$ cat src/rtl/if_fetch_stage.sv
// Instruction-fetch stage: issues one outstanding I-cache read per fetch and loads the IF/ID register.
// Handles pipeline stall/flush, and drops responses that belong to flushed fetches.
module if_fetch_stage #(
  parameter int                   XLEN     = 64,
  parameter int                   ILEN     = 32,
  parameter logic [XLEN-1:0]      RESET_PC = 'h8000_0000,
  parameter logic [ILEN-1:0]      NOP_INST = 'h0000_0013,
  parameter int                   CTRL_IF  = 1
) (
  input  logic            clk,
  input  logic            rst,
  input  logic [XLEN-1:0] pc_next_i,
  input  logic            read_req_i,
  input  logic [5:0]      stall_valid_i,
  input  logic [5:0]      flush_valid_i,
  output logic            ic_req_o,
  output logic [XLEN-1:0] ic_addr_o,
  input  logic            ic_ready_i,
  input  logic            ic_rvalid_i,
  input  logic [ILEN-1:0] ic_rdata_i,
  output logic [ILEN-1:0] inst_o,
  output logic [XLEN-1:0] pc_o,
  output logic            valid_o,
  output logic            stallreq_o
);

  typedef enum logic [1:0] {
    S_IDLE = 2'd0,
    S_WAIT = 2'd1,
    S_DROP = 2'd2,
    S_HOLD = 2'd3
  } state_e;

  state_e          state_q, state_d;
  logic [XLEN-1:0] req_pc_q, req_pc_d;
  logic [ILEN-1:0] buf_inst_q, buf_inst_d;
  logic [ILEN-1:0] inst_q, inst_d;
  logic [XLEN-1:0] pc_q, pc_d;
  logic            valid_q, valid_d;

  logic            stall_if;
  logic            flush_if;
  logic            req_issue;
  logic            wr_en;
  logic [ILEN-1:0] wr_inst;

  assign stall_if  = stall_valid_i[CTRL_IF];
  assign flush_if  = flush_valid_i[CTRL_IF];
  // A flush in the same cycle cancels a new request before it reaches the cache.
  assign req_issue = (state_q == S_IDLE) && read_req_i && !flush_if;

  always_comb begin
    state_d    = state_q;
    req_pc_d   = req_pc_q;
    buf_inst_d = buf_inst_q;
    ic_req_o   = req_issue;
    ic_addr_o  = req_pc_q;
    stallreq_o = 1'b0;
    wr_en      = 1'b0;
    wr_inst    = ic_rdata_i;

    case (state_q)
      S_IDLE: begin
        ic_addr_o  = pc_next_i;
        stallreq_o = req_issue && !ic_ready_i;
        if (req_issue && ic_ready_i) begin
          req_pc_d = pc_next_i;
          state_d  = S_WAIT;
        end
      end
      S_WAIT: begin
        stallreq_o = 1'b1;
        if (ic_rvalid_i) begin
          if (flush_if) begin
            state_d = S_IDLE;
          end else if (stall_if) begin
            buf_inst_d = ic_rdata_i;
            state_d    = S_HOLD;
          end else begin
            wr_en   = 1'b1;
            state_d = S_IDLE;
          end
        end else if (flush_if) begin
          state_d = S_DROP;
        end
      end
      S_DROP: begin
        stallreq_o = 1'b1;
        if (ic_rvalid_i) begin
          state_d = S_IDLE;
        end
      end
      S_HOLD: begin
        wr_inst = buf_inst_q;
        if (flush_if) begin
          state_d = S_IDLE;
        end else if (!stall_if) begin
          wr_en   = 1'b1;
          state_d = S_IDLE;
        end
      end
      default: begin
        state_d = S_IDLE;
      end
    endcase
  end

  // IF/ID register: flush beats stall, stall beats a new entry, otherwise a bubble.
  always_comb begin
    inst_d  = inst_q;
    pc_d    = pc_q;
    valid_d = valid_q;
    if (flush_if) begin
      valid_d = 1'b0;
      inst_d  = NOP_INST;
    end else if (stall_if) begin
      valid_d = valid_q;
    end else if (wr_en) begin
      valid_d = 1'b1;
      inst_d  = wr_inst;
      pc_d    = req_pc_q;
    end else begin
      valid_d = 1'b0;
      inst_d  = NOP_INST;
    end
  end

  always_ff @(posedge clk or posedge rst) begin
    if (rst) begin
      state_q    <= S_IDLE;
      req_pc_q   <= '0;
      buf_inst_q <= '0;
      inst_q     <= NOP_INST;
      pc_q       <= RESET_PC;
      valid_q    <= 1'b0;
    end else begin
      state_q    <= state_d;
      req_pc_q   <= req_pc_d;
      buf_inst_q <= buf_inst_d;
      inst_q     <= inst_d;
      pc_q       <= pc_d;
      valid_q    <= valid_d;
    end
  end

  assign inst_o  = inst_q;
  assign pc_o    = pc_q;
  assign valid_o = valid_q;

endmodule

$ cat config.mk
export PLATFORM = sky130hd
export DESIGN_NAME = if_fetch_stage
export DESIGN_NICKNAME = d
export VERILOG_FILES = /design/src/rtl/if_fetch_stage.sv
export SDC_FILE = /design/constraint.sdc
export NUM_CORES = 1
export LEC_CHECK = 0
export BUFFER_PORTS_ARGS = -buffer_cell sky130_fd_sc_hd__buf_4
export CORE_AREA = 2 2 134 136
export CTS_CLUSTER_DIAMETER = 100
export DETAILED_ROUTE_END_ITERATION = 7
export DIE_AREA = 0 0 136 138
export PLACE_DENSITY_LB_ADDON = 0.3
export SYNTH_ARGS = -nofsm -noshare
export SYNTH_HDL_FRONTEND = slang
export SYNTH_SLANG_ARGS = --single-unit
$ cat constraint.sdc
create_clock -name clk -period 7.2 [get_ports clk]
set_clock_uncertainty 0.05 [all_clocks]
set_input_delay 0.72 -clock clk [delete_from_list [all_inputs] [get_ports clk]]
set_output_delay 0.72 -clock clk [all_outputs]
set_load 0.02 [all_outputs]
## After elaboration in Yosys (flattened, before gate mapping)

Cells that the tools add are included.

| storage, ports and cells | value |
|---|---|
| register bits after elaboration | 195 |
| bits of input ports | 113 |
| output and inout port bits | 163 |

| cells by class | value |
|---|---|
| equality and inequality tests | 8 |
| muxes and demuxes | 22 |
| bitwise logic cells | 2 |
| reduce and logical (&&, ||, !) cells | 12 |

Operator list:

| cell | number |
|---|---|
| 32-bit two-way mux | 4 |
| 64-bit two-way mux | 1 |
| 2-bit two-way mux | 8 |
| 2-bit case mux with 4 select lines | 1 |
| 4-bit AND reduction | 2 |
| 1-bit two-way mux | 6 |
| 3-bit inequality test, second input constant | 2 |
| 2-bit == test, second input constant | 2 |
| 1-bit logical AND | 4 |
| 2-bit by 1-bit inequality test with 1-bit output, second input constant | 2 |
| 1-bit case mux with 2 select lines | 2 |
| 3-bit AND reduction | 1 |
| 2-bit by 1-bit == test with 1-bit output, second input constant | 1 |
| 1-bit zero test | 2 |
| 2-bit zero test | 1 |
| 2-bit inequality test, second input constant | 1 |
| 1-bit inverter | 2 |
| 2-bit AND reduction | 1 |
| 2-bit OR reduction | 1 |

## Logic depth before layout (Yosys ltp)

Gate-level depths: netlist of run 1.

| depth | value |
|---|---|
| depth in word-level cells | 7 |
| gate-level depth with buffers | 8 |
| mapped depth without buffers | 6 |

## Worst setup path before layout of run 1

No wires, ideal clock.

| timing | value |
|---|---|
| path kind | flip-flop to output port |
| from | register state_q[0] |
| to | output ic_addr_o[23] |
| data arrival time | 1.626 ns |
| slack | 4.804 ns |
| cell stages (with the launch flop) | 6 |
| cells stage by stage | dfrtp_1 inv_1 ha_1 clkbuf_1 buf_2 mux2_2 |

| on the way | value |
|---|---|
| longest elaborated chain between the ends | 2 |

RTL lines:

| item | line | text |
|---|---|---|
| start, declared | 34 | `state_e state_q, state_d;` |
| start signal, assigned | 137 | `state_q <= state_d;` |
| 2-bit zero test | 62 | `case (state_q)` |
| 64-bit two-way mux | 62 |  |
| end, declared | 17 | `output logic [XLEN-1:0] ic_addr_o,` |

Every way passes these cells.

## Worst setup path after layout of run 1

| timing | value |
|---|---|
| from | register state_q[1] |
| to | output stallreq_o |

| on the way | value |
|---|---|
| longest elaborated chain between the ends | 5 |

RTL lines:

| item | line | text |
|---|---|---|
| 2-bit zero test | 50, 62 |  |
| 1-bit logical AND (2 in a row) | 50 | `assign req_issue = (state_q == S_IDLE) && read_req_i && !flush_if;` |
| 1-bit logical AND | 65 | `stallreq_o = req_issue && !ic_ready_i;` |
| 1-bit case mux with 2 select lines * | 62 |  |
| end, declared | 24 | `output logic stallreq_o` |

Every way passes the cells marked *; elsewhere a longest branch is shown, timed or not.

==> results of run 1 <==
-- power groups by stage --
| stage | combinational (W) | clock [W] | sequential [W] |
|---|---|---|---|
| 2_1_floorplan | 0.00131 | 0 | 0.00203 |
| 3_3_place_gp | 0.00241 | 0 | 0.00183 |
| 3_5_place_dp | 0.00246 | 0 | 0.00187 |
| 4_1_cts | 0.00247 | 0.00104 | 0.00186 |
| 5_1_grt | 0.00258 | 0.00108 | 0.00192 |
| 6_report | 0.00244 | 0.00102 | 0.00186 |
-- per-stage QoR --
step | power (W) | instance area, sq um | utilization, % | hold WS [ns] | cells
2_1_floorplan | 0.00335 | 8460 | - | 0.424 | 579
3_3_place_gp | 0.00423 | 10600 | 60.6 | 0.412 | 1043
3_5_place_dp | 0.00434 | 10600 | 60.6 | 0.423 | 1043
4_1_cts | 0.00537 | 11300 | 64.2 | 0.413 | 1075
5_1_grt | 0.00559 | 11300 | 64.2 | 0.422 | 1075
6_report | 0.00531 | 11300 | 64.2 | 0.375 | 1075
-- worst max-delay path by stage --
stage,from,to,slack (ns),cells after the start
after global routing,state_q[1],stallreq_o,3.65,7
after global placement,state_q[0],pc_o[10],4.12,5
after detailed placement,state_q[0],pc_o[34],4.08,5
after CTS,state_q[1],stallreq_o,3.81,7
final,state_q[1],stallreq_o,3.90,7
after floorplan,rst,buf_inst_q[0],1.12,1
-- state kept, by name, indices dropped and copies added, names as in the netlist --
name,flops
buf_inst_q,32
pc_o,64
inst_o,32
state_q,2
req_pc_q,64
valid_o,1
-- cell type report --
type	count	area, sq um	area share, %
repair buffers	271	2030	18.1
well taps	229	287	2.54
clock inverters	14	199	1.77
multi-input cells	344	3400	30.2
flip-flops and latches	195	4880	43.4
inverters	4	22.5	0.200
clock buffers	18	439	3.90
-- kinds of logic (layout without fill, tap and decap cells) --
logic type,after synthesis,in the layout,share of synthesized area (%)
muxes,258,258,34.6
DFF,195,195,57.8
and+or+nand+nor,45,45,2.17
buffers and inverters,40,307,2.35
AOI/OAI and AO/OA,36,36,2.34
adders and majority gates,5,5,0.740
-- synth_stat cells, drive strengths merged --
cell type and n:
o211ai 1, nand2b 1, nor2b 1, dfstp 4
ha 5, o22a 3, o31a 1, or3 1
nand4b 1, buf 24, nand2 36, nor3 1
nand3 1, mux2i 31, clkbuf 12, inv 4
o21ai 29, dfrtp 191, nor2 3, a21oi 2
mux2 227
-- layout by cell type, fill, tap and decap left out, types with 4 or more instances in the layout --
master	n
buf_4	271
mux2_2	210
dfrtp_1	191
nand2_1	36
mux2i_1	31
o21ai_0	29
mux2_4	17
clkbuf_16	17
bufinv_16	4
inv_6	4
dfstp_2	4
-- critical path, stage by stage (launching register included) --
cell and delay, ns:
dfrtp_1 0.42, inv_1 0.16, ha_4 0.81, nand2_1 0.16, nor3_1 0.25, nor2_1 0.06
nor2_1 0.09, buf_4 0.15
-- routing by layer --
metal | track usage, % | vias up | share of wire [%]
li1 | - | 2553 | -
met1 | 25.8 | 2884 | 39
met2 | 36.8 | 189 | 51
met3 | 6.27 | 41 | 6.9
met4 | 9.32 | 0 | 3.2
met5 | 0 | - | 0
==> impl_metrics.toml, run 1 <==
[outcome]
status = "finished, final reports clean"

[power_and_ir_drop]
netSwitchingPower_w = 0.00190
power.density_mw_per_mm2 = 472
power_report.internal_total_w = 0.00342
leakage_nw = 5.40
switching_share_pct = 35.7
combinationalPowerShare_pct = 45.8
clock_network_power_share_pct = 19.2
power_frac_seq_pct = 35.0
vdd_ir_drop_max_uv = 320

[timing]
finalCriticalPeriod_ns = 3.30
final_total_negative_setup_slack_ns = 0
period_share_pct = 45.8
finalHoldViolCount = 0
achievable-frequency_mhz = 303
slew_viol_final = 0
setup_repair_after_global_routing_missed_its_margin = "false"
maxSlewHeadroom_pct = 26.7
max_slew.worst_pin.slew_ns = 1.10
timing.final.setup_violations = 0
timing.final.ws_setup_ns = 3.90

[floorplan]
ios = 276
floorplan_core_area_sq_mm = 0.0175
chipHeight_um = 138
fp.dieArea_sq_mm = 0.0188
row_count = 49
initial_utilization_pct = 48.2
die_x_um = 136

[worst_setup_path]
critical_path.startpoint_type = "flip-flop"
worst_ep_required_ns = 6.43
worstReg2RegEnd = "pc_o[5]"
critical_path.reg2reg.startpoint = "state_q[1]"
setup.reg_to_reg.worst_slack_ns = 4.12
crit_path_class = "flip-flop to output pin"
cp_arrival_ns = 2.53
worst-path-max-fanout = 67
setup.worst_path.end_class = "output pin"
reg2regPathDepth = 5

[synth]
netlist.area_leader.share_pct = 56.5
syn_nets = 697
ys_seq_area_share_pct = 57.8
synth.yosys.warnings = 0
postSynthRegisterBits = 195
yosysTopAreaCell = "dfrtp_1"
syn-cell-area_sq_mm = 0.00846
yosys.cell_types.count = 25
synth_area_leaders = "dfrtp_1 (57%), mux2_2 (28%), mux2i_1 (3.7%)"
netlist_instances = 579
syn_area_per_cell_sq_um = 14.6

[clock_tree]
post_cts_resize_count = 0
worstSkewPairLatency_ns = 0.42
cts_htree_levels = 4
cts_hold_buf = 0
numClockSinks = 195
cts_tree = "done"
ctsLongestPathBuffers = 2
root_buffer = "clkbuf_16"
inserted_clock_buffers = 17
cts_post_setup_buffers_inserted = 0
clk_pin_slew_ns = 0.07

[worst_hold_path]
hold_path_class = "input pin to asynchronous set/reset pin"

[final_layout]
final_net_count = 951
areaGrowthSynthToFinish_pct = 33.2
antennaDiodeCount = 0
layout.filler_cells = 1355
post_route_cells_drive_above_1_share_pct = 63.7

[grt]
grt_first_pass_wirelength_um = 32100
vias_in_the_first_global_route = 6247
grt_max_degree = 111
gr-usage-all-layers_pct = 21.8
grt_antenna_before_repair = 0
globalRoute.totalOverflow = 0

[placement]
dp_slack_ns = 4.08
port_buffers = 265
routabilityCongestion = 0.761
dp_hpwl_um = 13700

[routing]
vias_per_cell = 5.27
route.antenna.remaining_nets = 0
drt-wirelength-per-cell_um = 18.5
route.detailed.drc = 0
routed_wl_um = 19900
drt_iter0_markers = 206
num_vias = 5667
dr.pass1.iters = 4

[job]
max_cap_viol_count = 0
Note: power is estimated with default switching activity, not from simulation.
==> run 2: changes to the inputs <==
--- a/config.mk
+++ b/config.mk
@@ -5,11 +5,12 @@
 export SDC_FILE = /design/constraint.sdc
 export NUM_CORES = 1
 export LEC_CHECK = 0
+export ABC_AREA = 1
 export BUFFER_PORTS_ARGS = -buffer_cell sky130_fd_sc_hd__buf_4
-export CORE_AREA = 2 2 134 136
+export CORE_AREA = 2 2 133 135
 export CTS_CLUSTER_DIAMETER = 100
 export DETAILED_ROUTE_END_ITERATION = 7
-export DIE_AREA = 0 0 136 138
+export DIE_AREA = 0 0 135 137
 export PLACE_DENSITY_LB_ADDON = 0.3
 export SYNTH_ARGS = -nofsm -noshare
 export SYNTH_HDL_FRONTEND = slang
==> constraint.sdc (replaced) <==
create_clock -name clk -period 3.1 [get_ports clk]
set_clock_uncertainty 0.05 [all_clocks]
set_input_delay 0.31 -clock clk [delete_from_list [all_inputs] [get_ports clk]]
set_output_delay 0.31 -clock clk [all_outputs]
set_load 0.02 [all_outputs]
==> run 2 against run 1 <==
  * Final cell count rose by 35%
  * Count of clock-buffer cells in the layout rose by 1
  * Synthesized cell count up 68%
  * Sequential power rose by 120%
  * Non-clock buffer count is 7 higher
  * Largest power group unchanged
==> impl_metrics.toml, run 2 <==
[worst_hold_path]
hold_depth = 3
hold_path.startpoint = "pc_next_i[45]"
hold_path_class = "input pin to flip-flop"
min_to = "req_pc_q[45]"

[synth]
synth_compound_gate_area_share_pct = 17.7
synth_most_common_cell = "nand2_1"
syn_area_per_cell_sq_um = 8.66
syn_nets = 1092
netlist.area_leader.share_pct = 56.6
synth_area_leaders = "dfrtp_1 (57%), o21ai_0 (11%), nand2_1 (10%)"
yosys.area_share.xor_xnor_pct = 0
synth_simple_gate_area_share_pct = 14.4
yosys.cell_types.count = 20
ys_seq_area_share_pct = 57.9
synth_flop_cell = "dfrtp_1"
synth_enable_flop_cells = 0
synth_cell_count_leaders = "nand2_1 (235), dfrtp_1 (191), o21ai_0 (179)"
yosys-mux-area-fraction_pct = 0
yosysTopAreaCell = "dfrtp_1"
synth.yosys.warnings = 0
synthArstFlopShare_pct = 100
synth_fa_ha_area_share_pct = 0.741
syn-cell-area_sq_mm = 0.00844
netlist_instances = 974
synth_top_family_by_area = "compound AO/OA/AOI/OAI gates"
postSynthRegisterBits = 195

[clock_tree]
cts_htree_levels = 4
ctsLongestPathBuffers = 2
clk_pin_slew_ns = 0.07
worstSkewPairLatency_ns = 0.43
inserted_clock_buffers = 17
numClockSinks = 195
post_cts_resize_count = 0
root_buffer = "clkbuf_16"
cts_tree = "done"

[timing]
final_total_negative_setup_slack_ns = 0
timing.final.setup_violations = 0
setup_repair_after_global_routing_missed_its_margin = "false"
timing.final.ws_setup_ns = 0.503
maxSlewHeadroom_pct = 46.4
period_share_pct = 83.8
finalHoldViolCount = 0
max_slew.worst_pin.slew_ns = 0.803
finalCriticalPeriod_ns = 2.60
achievable-frequency_mhz = 385
slew_viol_final = 0

[worst_setup_path]
crit_path_max_incr_delay_ns = 0.43
cp_arrival_ns = 2.24
crit_path_class = "flip-flop to output pin"
list_of_cells_traversed_by_the_critical_path = "inv_1 > ha_4 > buf_12 > nand2_1 > o21ai_0 > buf_4"
worst_ep_required_ns = 2.74
critical_path.reg2reg.startpoint = "state_q[1]"
worst-path-max-fanout = 93
worst_path_dominant_cell_family = "buffers and inverters"
setup.reg_to_reg.worst_slack_ns = 1.03
crit_buf_inv = 3
setup.worst_path.end_class = "output pin"
worstReg2RegEnd = "pc_o[19]"
reg2regPathDepth = 8
slowest_stage = "dfrtp_1"
critical_path.startpoint_type = "flip-flop"

[floorplan]
floorplan_core_area_sq_mm = 0.0171
chipHeight_um = 137
initial_utilization_pct = 49.5
fp.dieArea_sq_mm = 0.0185
ios = 276
die_x_um = 135
row_count = 48

[routing]
vias_per_cell = 4.97
routed_wl_um = 20900
route.antenna.remaining_nets = 0
num_vias = 7201
drt-wirelength-per-cell_um = 14.4
drt_iter0_markers = 428
dr.pass1.iters = 4
route.detailed.drc = 0

[job]
max_cap_viol_count = 0

[grt]
gr-usage-all-layers_pct = 22.9
vias_in_the_first_global_route = 6684
grt_antenna_before_repair = 0
grt_first_pass_wirelength_um = 33300
globalRoute.totalOverflow = 0
grt_max_degree = 94

[placement]
dp_hpwl_um = 14000
dp_slack_ns = 0.926
routabilityCongestion = 0.776
port_buffers = 265

[final_layout]
antennaDiodeCount = 0
areaGrowthSynthToFinish_pct = 31.7
final_common_cell = "buf_4"
post_route_cells_drive_above_1_share_pct = 27.0
final_net_count = 1328
most-common-layout-cells = "buf_4 (274), nand2_1 (235), dfrtp_1 (191), o21ai_0 (179), inv_1 (105)"

[power_and_ir_drop]
vdd_ir_drop_max_uv = 788
power.density_mw_per_mm2 = 1100
leakage_nw = 5.90

[outcome]
status = "finished, final reports clean"
[run 2: where the power goes]
group          internal [W]  leakage [nW]  switching (W)  total, W
clock network       0.00133         0.306       0.000990   0.00232
registers           0.00365          2.34       0.000488   0.00414
logic               0.00223          3.26        0.00355   0.00578
total               0.00721          5.90        0.00503    0.0122
[run 2: metal layers]
metal	share of wire, %	GRT usage (%)	up-vias
li1	-	-	3567
met5	0	0	-
met2	50	38.0	232
met1	40	28.0	3366
met4	2.5	8.33	0
met3	7.7	7.44	36
[run 2: area by class of cell]
type                    count  area (sq um)
repair buffers            278          2130
flip-flops and latches    195          4880
well taps                 225           282
clock inverters            13           171
inverters                 107           405
multi-input cells         611          2790
clock buffers              19           453
fillers                  1453          5940
[run 2: worst max path at each step]
| stage | from | to | slack (ns) | cells after the start |
|---|---|---|---|---|
| after global placement | state_q[0] | ic_addr_o[34] | 0.98 | 6 |
| after floorplan | rst | buf_inst_q[0] | 0.22 | 1 |
| final | state_q[0] | ic_addr_o[8] | 0.50 | 6 |
| after CTS | state_q[0] | ic_addr_o[34] | 0.46 | 6 |
| after global routing | state_q[0] | ic_addr_o[8] | 0.34 | 6 |
| after detailed placement | state_q[0] | ic_addr_o[34] | 0.93 | 6 |
[run 2: worst register-to-register path: stages, from the launching register on]
cell	delay (ns)
dfrtp_1	0.42
inv_1	0.11
ha_1	0.24
nand2_1	0.07
nand2_1	0.07
nand2_4	0.44
buf_12	0.37
nand2_1	0.12
o21ai_0	0.09
[run 2: what timing repair did]
| action | CTS | global route |
|---|---|---|
| setup buffers | 0 | 0 |
| hold endpoints to repair | 3 | 0 |
| hold buffers | 1 | 0 |
[run 2: stage by stage]
step                hold WS [ns]  power [W]  area, sq um  utilization (%)  cells
floorplan                  0.392    0.00752         8440                -    974
global placement           0.178    0.00980        10500             61.4   1415
detailed placement         0.176    0.00998        10500             61.4   1415
CTS                       0.0696     0.0123        11100             65.2   1448
global route              0.0719     0.0131        11100             65.2   1448
finish                    0.0852     0.0122        11100             65.2   1448
[run 2: kinds of logic after synthesis]
| family | count (synthesis) |
|---|---|
| adder cells (fa/ha/maj) | 5 |
| AND/OR/NAND/NOR | 315 |
| flip-flops | 195 |
| AO/OA/AOI/OAI | 291 |
| buffers and inverters | 168 |
==> run 3: changes to the inputs <==
--- a/config.mk
+++ b/config.mk
@@ -7,10 +7,10 @@
 export LEC_CHECK = 0
 export ABC_AREA = 1
 export BUFFER_PORTS_ARGS = -buffer_cell sky130_fd_sc_hd__buf_4
-export CORE_AREA = 2 2 133 135
+export CORE_AREA = 2 2 139 141
 export CTS_CLUSTER_DIAMETER = 100
 export DETAILED_ROUTE_END_ITERATION = 7
-export DIE_AREA = 0 0 135 137
+export DIE_AREA = 0 0 141 143
 export PLACE_DENSITY_LB_ADDON = 0.3
 export SYNTH_ARGS = -nofsm -noshare
 export SYNTH_HDL_FRONTEND = slang
==> constraint.sdc (replaced) <==
create_clock -name clk -period 2.3 [get_ports clk]
set_clock_uncertainty 0.05 [all_clocks]
set_input_delay 0.23 -clock clk [delete_from_list [all_inputs] [get_ports clk]]
set_output_delay 0.23 -clock clk [all_outputs]
set_load 0.02 [all_outputs]
==> run 3 against run 2 <==
  * Sequential cell count unchanged
  * Via count grew 0.28%
  * Total power up 36%
  * Sequential power grew 35%
  * Non-clock buffer count is 30 higher
  * Critical path depth unchanged
  * Final cell count increased by 2.7%
  * Cell area rose by 3.5%
  * Sequential share of layout area shrank 1.5 points
  * Setup slack worse by 0.41 ns
  * Count of clock-buffer cells in the layout stayed put
  * Critical path type unchanged
  * Largest cell class unchanged
==> impl_metrics.toml, run 3 (same netlist as run 2, synthesis figures left out) <==
[grt]
grt_antenna_before_repair = 0
grt.busiest_layer = "met2"
globalRouteMet1Util_pct = 27.6
global_route.usage.met2_pct = 33.8
vias_in_the_first_global_route = 6761
globalRoute.totalOverflow = 0
globalRouteMet3Util_pct = 5.30
gr-usage-all-layers_pct = 20.9
grt_first_pass_wirelength_um = 33700
grt_max_degree = 79

[timing]
finalHoldViolCount = 0
timing.final.setup_violations = 0
finalCriticalPeriod_ns = 2.21
maxSlewHeadroom_pct = 48.7
max_slew.worst_pin.slew_ns = 0.769
achievable-frequency_mhz = 453
period_share_pct = 96.0
slew_viol_final = 0

[routing]
num_vias = 7221
dr.pass1.iters = 4
vias_per_cell = 4.86
route.detailed.drc = 0
route.antenna.remaining_nets = 0
drt-wirelength-per-cell_um = 14.1
routed_wl_um = 20900
drt_iter0_markers = 383

[worst_setup_path]
worst-path-max-fanout = 53
crit_path_class = "flip-flop to output pin"
critical_path.startpoint_type = "flip-flop"
worst_ep_required_ns = 2.02
setup.worst_path.end_class = "output pin"
cp_arrival_ns = 1.93

[power_and_ir_drop]
power.density_mw_per_mm2 = 1450
vdd_ir_drop_max_uv = 921
leakage_nw = 6.05
total_power_draw_w = 0.0166

[clock_tree]
root_buffer = "clkbuf_16"
cts_htree_levels = 4
inserted_clock_buffers = 17
cts_tree = "done"
clk_pin_slew_ns = 0.07
ctsLongestPathBuffers = 2
worstSkewPairLatency_ns = 0.43
numClockSinks = 195

[floorplan]
floorplan_core_area_sq_mm = 0.0186
fp.dieArea_sq_mm = 0.0202
die_x_um = 141
ios = 276
initial_utilization_pct = 45.4
row_count = 50
chipHeight_um = 143

[final_layout]
most-common-layout-cells = "buf_4 (271), nand2_1 (235), dfrtp_1 (191), o21ai_0 (179), inv_1 (105)"
areaGrowthSynthToFinish_pct = 36.3
final_common_cell = "buf_4"
final_net_count = 1358
antennaDiodeCount = 0
layout.cell_area.non_filler_sq_mm = 0.0115
post_route_cells_drive_above_1_share_pct = 26.5

[outcome]
status = "finished, final reports clean"

[worst_hold_path]
hold_path_class = "input pin to flip-flop"

[placement]
port_buffers = 265
place_area_sq_mm = 0.0106
routabilityCongestion = 0.805
dp_hpwl_um = 14000

[job]
max_cap_viol_count = 0
==> run 3: changes by cell type in the layout (fill, tap and decap cells not counted), moves of 2 or more <==
cell           before  now
dlygate4sd3_1       1   27
buf_12              3    8
buf_4             274  271
clkinv_4            3    0
clkinvlp_4          2    5
clkbuf_1            0    2
clkbuf_8            2    0
==> run 3: final timing paths <==
kind                               start            to  slack, ns  depth (start not counted)
max in group asynchronous            rst      pc_o[20]       1.11                          4
min in group asynchronous            rst      pc_o[18]       0.39                          3
setup reg to reg              state_q[0]  req_pc_q[26]       0.37                          6
setup / recovery              state_q[0]  ic_addr_o[3]       0.09                          6
hold reg to reg                  pc_o[4]       pc_o[4]       0.43                          2
hold / removal             pc_next_i[18]  req_pc_q[18]       0.01                          3
==> run 3: layout make-up <==
class	instances	area, sq um
timing repair buffer	308	2520
clock inverter	13	174
fill	1576	7080
inverter	107	405
tap	234	293
sequential	195	4880
clock buffer	19	433
multi-input combinational	611	2790
==> run 3: repair_timing <==
action	4_1_cts	5_1_grt
endpoints found under the setup margin	19	13
gates resized for setup	1	4
hold endpoints to repair	45	0
setup buffers	0	0
cloned	0	1
hold buffers	27	0
==> run 3: stage by stage <==
| stage | TNS [ns] | instances | hold WS [ns] | utilization (%) | worst slack [ns] |
|---|---|---|---|---|---|
| finish | 0 | 1487 | 0.0140 | 61.9 | 0.0915 |
| global route | -0.0167 | 1487 | 0.00719 | 61.9 | -0.0102 |
| CTS | 0 | 1486 | 0.0000785 | 61.7 | 0.0519 |
| detailed placement | 0 | 1427 | 0.287 | 56.9 | 0.408 |
| global placement | 0 | 1427 | 0.300 | 56.9 | 0.431 |
| floorplan | -94.57 | 974 | 0.312 | - | -0.495 |
==> run 3: power breakdown <==
part / total, W / internal (W) / switching, W
Clock: 0.00308 / 0.00174 / 0.00134
Combinational: 0.00798 / 0.00316 / 0.00482
Sequential: 0.00557 / 0.00492 / 0.000648
Total: 0.0166 / 0.00981 / 0.00681
==> run 3: worst max-delay path, stage by stage (launching register included) <==
cell	delay (ns)
dfrtp_1	0.45
inv_1	0.15
ha_4	0.25
buf_12	0.24
nand2_1	0.09
o21ai_0	0.11
buf_4	0.19
==> run 3: per-layer routing <==
metal / up-vias / wire [um]
met5: - / 0
met4: 0 / 408
met3: 26 / 1280
met2: 204 / 10200
met1: 3376 / 9040
li1: 3615 / -
